**src/rtl/dtm_dmi_master.sv**
```systemverilog
// DMI master: turns one-cycle DMI requests from the JTAG TAP side into a single
// request/response exchange with the Debug Module, with sticky error status,
// a response timeout and a hard abort.
module dtm_dmi_master #(
  parameter int DBUS_OP_WIDTH   = 2,
  parameter int DBUS_ADDR_WIDTH = 7,
  parameter int DBUS_DATA_WIDTH = 32,
  parameter int TIMEOUT         = 255
) (
  input  logic                                                   sys_clk,
  input  logic                                                   sys_rstn,
  input  logic                                                   dmi_req_valid,
  input  logic [DBUS_OP_WIDTH-1:0]                               dmi_req_op,
  input  logic [DBUS_ADDR_WIDTH-1:0]                             dmi_req_addr,
  input  logic [DBUS_DATA_WIDTH-1:0]                             dmi_req_data,
  input  logic                                                   dmireset,
  input  logic                                                   dmihardreset,
  output logic                                                   dmi_busy,
  output logic                                                   dmi_done,
  output logic [DBUS_DATA_WIDTH-1:0]                             dmi_rdata,
  output logic [1:0]                                             dmi_stat,
  output logic                                                   dtm_req_valid,
  input  logic                                                   dtm_req_ready,
  output logic [DBUS_OP_WIDTH+DBUS_ADDR_WIDTH+DBUS_DATA_WIDTH-1:0] dtm_req_bits,
  input  logic                                                   dm_resp_valid,
  output logic                                                   dm_resp_ready,
  input  logic [DBUS_OP_WIDTH+DBUS_DATA_WIDTH-1:0]               dm_resp_bits
);

  localparam int REQ_W = DBUS_OP_WIDTH + DBUS_ADDR_WIDTH + DBUS_DATA_WIDTH;

  localparam logic [DBUS_OP_WIDTH-1:0] OP_READ  = DBUS_OP_WIDTH'(1);
  localparam logic [DBUS_OP_WIDTH-1:0] OP_WRITE = DBUS_OP_WIDTH'(2);

  localparam logic [1:0] STAT_OK     = 2'd0;
  localparam logic [1:0] STAT_FAILED = 2'd2;
  localparam logic [1:0] STAT_BUSY   = 2'd3;

  typedef enum logic [1:0] {IDLE, REQ, WAIT_RESP, DONE} state_e;

  state_e                     state_q;
  logic [REQ_W-1:0]           req_bits_q;
  logic [DBUS_DATA_WIDTH-1:0] rdata_q;
  logic [1:0]                 stat_q, stat_d;
  logic                       done_q;
  logic [7:0]                 wait_cnt_q;

  logic access_op, is_write, timeout, overlap;

  // The op echo in the response carries nothing this block needs.
  logic unused_resp_op;
  assign unused_resp_op = ^dm_resp_bits[DBUS_OP_WIDTH+DBUS_DATA_WIDTH-1:DBUS_DATA_WIDTH];

  assign access_op = (dmi_req_op == OP_READ) || (dmi_req_op == OP_WRITE);
  assign is_write  = (req_bits_q[DBUS_OP_WIDTH-1:0] == OP_WRITE);
  assign timeout   = (state_q == WAIT_RESP) && !dm_resp_valid &&
                     (wait_cnt_q == 8'(TIMEOUT - 1));
  assign overlap   = dmi_req_valid && dmi_busy && (stat_q == STAT_OK);

  // Valid is gated by ready so the DM sees exactly one valid cycle per access.
  assign dtm_req_valid = (state_q == REQ) && dtm_req_ready;
  assign dm_resp_ready = (state_q == WAIT_RESP);
  assign dmi_busy      = (state_q != IDLE);
  assign dmi_done      = done_q;
  assign dmi_rdata     = rdata_q;
  assign dmi_stat      = stat_q;
  assign dtm_req_bits  = req_bits_q;

  // Sticky status: timeout outranks a dropped-request flag, any reset outranks both.
  always_comb begin
    stat_d = stat_q;
    if (overlap)                   stat_d = STAT_BUSY;
    if (timeout)                   stat_d = STAT_FAILED;
    if (dmireset || dmihardreset)  stat_d = STAT_OK;
  end

  // Transaction FSM with its registered datapath and completion pulse.
  always_ff @(posedge sys_clk or negedge sys_rstn) begin
    if (!sys_rstn) begin
      state_q    <= IDLE;
      req_bits_q <= '0;
      rdata_q    <= '0;
      stat_q     <= STAT_OK;
      done_q     <= 1'b0;
      wait_cnt_q <= '0;
    end else if (dmihardreset) begin
      state_q    <= IDLE;
      stat_q     <= stat_d;
      done_q     <= 1'b0;
      wait_cnt_q <= '0;
    end else begin
      stat_q <= stat_d;
      done_q <= 1'b0;
      case (state_q)
        IDLE: begin
          if (dmi_req_valid && (stat_q == STAT_OK)) begin
            if (access_op) begin
              req_bits_q <= {dmi_req_data, dmi_req_addr, dmi_req_op};
              state_q    <= REQ;
            end else begin
              done_q <= 1'b1;   // nop/reserved: acknowledge without a DM access
            end
          end
        end
        REQ: begin
          if (dtm_req_ready) begin
            wait_cnt_q <= '0;
            state_q    <= is_write ? DONE : WAIT_RESP;
          end
        end
        WAIT_RESP: begin
          wait_cnt_q <= wait_cnt_q + 8'd1;
          if (dm_resp_valid) begin
            rdata_q <= dm_resp_bits[DBUS_DATA_WIDTH-1:0];
            state_q <= DONE;
          end else if (timeout) begin
            state_q <= DONE;
          end
        end
        DONE: begin
          done_q  <= 1'b1;
          state_q <= IDLE;
        end
        default: state_q <= IDLE;
      endcase
    end
  end

endmodule

```
**config.mk**
```make
export PLATFORM = sky130hd
export DESIGN_NAME = dtm_dmi_master
export DESIGN_NICKNAME = d
export VERILOG_FILES = /design/src/rtl/dtm_dmi_master.sv
export SDC_FILE = /design/constraint.sdc
export NUM_CORES = 1
export LEC_CHECK = 0
export ABC_AREA = 1
export BUFFER_PORTS_ARGS = -buffer_cell sky130_fd_sc_hd__buf_4
export CAP_MARGIN = 20
export CORE_ASPECT_RATIO = 0.5
export CORE_MARGIN = 2
export CORE_UTILIZATION = 48
export CTS_CLUSTER_DIAMETER = 60
export DETAILED_ROUTE_END_ITERATION = 8
export PLACE_DENSITY_LB_ADDON = 0.3
export SYNTH_ARGS = -nofsm -noshare
export SYNTH_HDL_FRONTEND = slang
export SYNTH_SLANG_ARGS = --single-unit
```
**constraint.sdc**
```tcl
create_clock -name sys_clk -period 2.2 [get_ports sys_clk]
set_clock_uncertainty 0.05 [all_clocks]
set_input_delay 0.33 -clock sys_clk [delete_from_list [all_inputs] [get_ports sys_clk]]
set_output_delay 0.33 -clock sys_clk [all_outputs]
set_load 0.01 [all_outputs]
```
==> flow_summary.rst <==
.. list-table::
   :header-rows: 1

   * - Metric
     - Value
   * - Hold Violations, Final
     - 0
   * - Num CTS Buffers
     - 9
   * - Switching power summed over all nets
     - 2340 uW
   * - Critical-path cell list
     - inv_1 -> ha_1 -> inv_2 -> nor2_8 -> nand2_4 -> buf_12 -> mux2_2
   * - Flip-flop and latch count after synthesis
     - 86
   * - TritonCTS clock tree
     - done
   * - Critical path startpoint category
     - flop
   * - Total via count after detailed routing
     - 3010
   * - Highest clock frequency the design can meet
     - 531 MHz
   * - Via count of the first global-routing pass
     - 2839
   * - Diodes inserted
     - 0
   * - Seq/Total Area, Yosys
     - 57.0%
   * - Post-layout total power
     - 6980 uW
   * - Layout-stage area growth over the synthesis result
     - 42.3%
   * - Number of buffers on the longest clock path
     - 2
   * - Transition time of the tightest slew-check pin
     - 395 ps
   * - Total count of max-transition violations in the final report
     - 0
   * - Initial antenna violation count
     - 0
   * - Result of the run
     - finished, final reports clean
   * - Cell row count
     - 22
   * - Master of the slowest instance on the critical path
     - dfrtp_1
   * - Endpoint type of the worst setup path
     - flop
   * - Count of synthesis-stage warnings from yosys
     - 0
   * - Aggregate negative setup slack
     - 0 ps
   * - Sum of buffers and inverters on the critical path
     - 3
   * - Hold_ws
     - 128 ps
   * - Headroom to the max-slew limit
     - 73.4%
   * - Post-route minimum period
     - 1880 ps
   * - First-pass GRT wire length
     - 13.6 mm
   * - Boundary pin count
     - 161
   * - Switching power share of the total
     - 33.6%
   * - Leakage component of the power
     - 0.00301 uW
   * - Tcrit/Tclk final
     - 85.6%
   * - Core region area
     - 7490 sq um
   * - Crit path max fanout
     - 32
   * - Drt via density
     - 4.66
   * - Clock insertion delay at the later pin of the skew report
     - 340 ps
   * - Buffer type at the clock tree root
     - clkbuf_16
   * - Starting utilization of the core area
     - 50.5%
   * - TritonCTS Sinks
     - 86
   * - Cell count after synthesis
     - 368
   * - Kind of cell with the highest combined delay on the critical path
     - buffers and inverters
   * - Clock slew seen by the registers of the worst setup and hold paths
     - 70 ps
   * - Average footprint of a synthesized cell
     - 10.3 sq um
   * - Class of the tightest hold or removal check
     - in2reg
   * - Count of buffers from port buffering
     - 158
   * - Share of cells above drive strength 1
     - 41.3%
   * - Post-synthesis cell area
     - 3780 sq um
   * - Critical path type
     - reg2reg
   * - Total of cells resized after clock tree synthesis
     - 0
   * - Power density over cell area
     - 1300 nW/um^2
   * - GPL Wtd Cong
     - 0.833
   * - Distinct cell type count of the synthesized netlist
     - 25
   * - GRT Resource Usage Total
     - 20.6%
   * - Number of max-capacitance violations reported
     - 0
   * - Setup repair after global routing missed its margin
     - no
   * - Iter 0 DRT Violations
     - 125
   * - Part of the total power dissipated in combinational logic
     - 41.1%
   * - Die X
     - 129 um
   * - Maximum single-stage delay on the critical path
     - 420 ps
   * - Net count reported at finish
     - 622
   * - CP Data Arrival Time
     - 2060 ps
   * - Worst supply voltage drop on vdd
     - 510 uV
   * - Data required time at the worst endpoint
     - 2380 ps
   * - Number of remaining DRC errors
     - 0
   * - Antenna-violating nets left
     - 0
   * - Die Footprint
     - 8640 sq um
   * - Detailed Route WL
     - 8.74 mm
   * - Power share of the clock group
     - 20.8%
   * - TritonRoute pass-1 iters
     - 7
   * - Vertical extent of the die
     - 66.7 um
   * - Total of endpoints with negative setup slack in the final report
     - 0
   * - Filler Cells Inserted
     - 597
   * - Cell internal power dissipation
     - 4640 uW
   * - Number of nets in the synthesized netlist
     - 457
   * - H-tree level count
     - 3
   * - Share of total power in sequential cells
     - 38.1%
   * - Maximum number of pins on one net before global-route repair
     - 40
   * - Total congestion overflow
     - 0
   * - Final HPWL DP
     - 6.54 mm
   * - Routed WL per cell
     - 13.5 um
[what timing repair did]
action / CTS / global route
buffers inserted: 0 / 0
hold endpoints to repair: 21 / 0
endpoints found under the setup margin: 0 / 0
hold buffers: 1 / 0
[cell usage after synthesis]
cell type,count,area share [%]
a21oi_1,4,0.53
a22oi_1,1,0.20
a31oi_1,2,0.33
buf_4,5,0.99
buf_6,5,1.5
clkbuf_1,2,0.20
dfrtp_1,86,57
ha_1,7,2.3
inv_1,26,2.6
inv_2,4,0.40
mux2_2,2,0.60
mux2_4,30,12
nand2_1,151,15
nand2_4,1,0.30
nand3_1,10,1.3
nand3_2,1,0.26
nand4_1,2,0.33
nand4_2,1,0.33
nor2_1,14,1.4
nor2_4,1,0.30
nor2_8,1,0.53
nor3_1,2,0.26
o21a_1,1,0.20
o21ai_0,7,0.93
o22ai_1,2,0.33
[state kept, by name, summed over array words and instances, names as in the netlist]
signal / flops
dmi_stat: 2
state_q: 2
dmi_done: 1
wait_cnt_q: 8
dtm_req_bits: 41
dmi_rdata: 32
[layout make-up]
type	count	area, sq um	share of cell area [%]
Timing Repair Buffer	166	1270	23.7
Multi-Input combinational cell	240	1410	26.3
Inverter	30	113	2.09
Tap cell	108	135	2.51
Sequential cell	86	2150	40.0
Clock inverter	7	65.1	1.21
Clock buffer	9	225	4.19
[worst paths after layout]
kind,slack (ps),cells past startpoint,endpoint,startpoint
max,320,7,dmi_rdata[23],state_q[0]
max reg2reg,320,7,dmi_rdata[23],state_q[0]
min in group asynchronous,380,2,dtm_req_bits[33],sys_rstn
max in group asynchronous,1190,3,dmi_rdata[19],sys_rstn
min reg2reg,430,2,dtm_req_bits[39],dtm_req_bits[39]
min,130,3,dtm_req_bits[37],dmi_req_data[28]
[worst reg2reg max path, stage by stage, from the launching register on]
cell	delay, ps
dfrtp_1	420
inv_1	110
ha_1	280
inv_2	150
nor2_8	60
nand2_4	70
buf_12	240
mux2_2	390
[layer usage]
metal | track usage [%] | up-vias | part of all wire [%]
li1 | - | 1491 | -
met1 | 25.3 | 1428 | 43
met2 | 36.1 | 80 | 50
met3 | 5.70 | 11 | 6.0
met4 | 6.32 | 0 | 0.94
met5 | 0 | - | 0
[cell families after synthesis]
kind of cell             share of synthesized area, %
AO/OA/AOI/OAI                                    2.52
adder cells (fa/ha/maj)                          2.32
buffers and inverters                            5.66
flip-flops                                       57.0
AND/OR/NAND/NOR                                  20.0
multiplexers                                     12.5
[placed cells by master, fill, tap and decap left out]
master / n
a21oi_1: 4
o22ai_1: 2
buf_12: 2
clkbuf_16: 9
nor3_1: 2
nor2_8: 1
clkinvlp_4: 1
dlygate4sd3_1: 1
dfrtp_1: 86
ha_1: 7
nor2_1: 14
mux2_4: 30
a31oi_1: 2
inv_8: 2
a22oi_1: 1
buf_4: 163
inv_1: 26
nand3_1: 10
nand4_1: 2
inv_6: 2
inv_2: 4
nor2_4: 1
nand2_4: 1
nand4_2: 1
o21ai_0: 7
mux2_2: 2
nand2_1: 151
clkinv_4: 2
o21a_1: 1
nand3_2: 1
[power by group through the flow]
stage	clock network [uW]	registers (uW)	logic (uW)
finish	1450	2660	2870
global route	1560	2730	3140
CTS	1490	2660	2910
detailed placement	0	2680	2900
global placement	0	2630	2830
floorplan	0	2950	1140
[per-stage QoR]
| stage | area, sq um | setup WS [ps] | std cells | utilization, % |
|---|---|---|---|---|
| 4_1_cts | 5380 | 308 | 646 | 71.8 |
| 2_1_floorplan | 3780 | 512 | 368 | - |
| 6_report | 5380 | 316 | 646 | 71.8 |
| 3_5_place_dp | 5080 | 315 | 629 | 67.8 |
| 3_3_place_gp | 5080 | 356 | 629 | 67.8 |
| 5_1_grt | 5380 | 151 | 646 | 71.8 |
(Power assumes the default switching activity.)
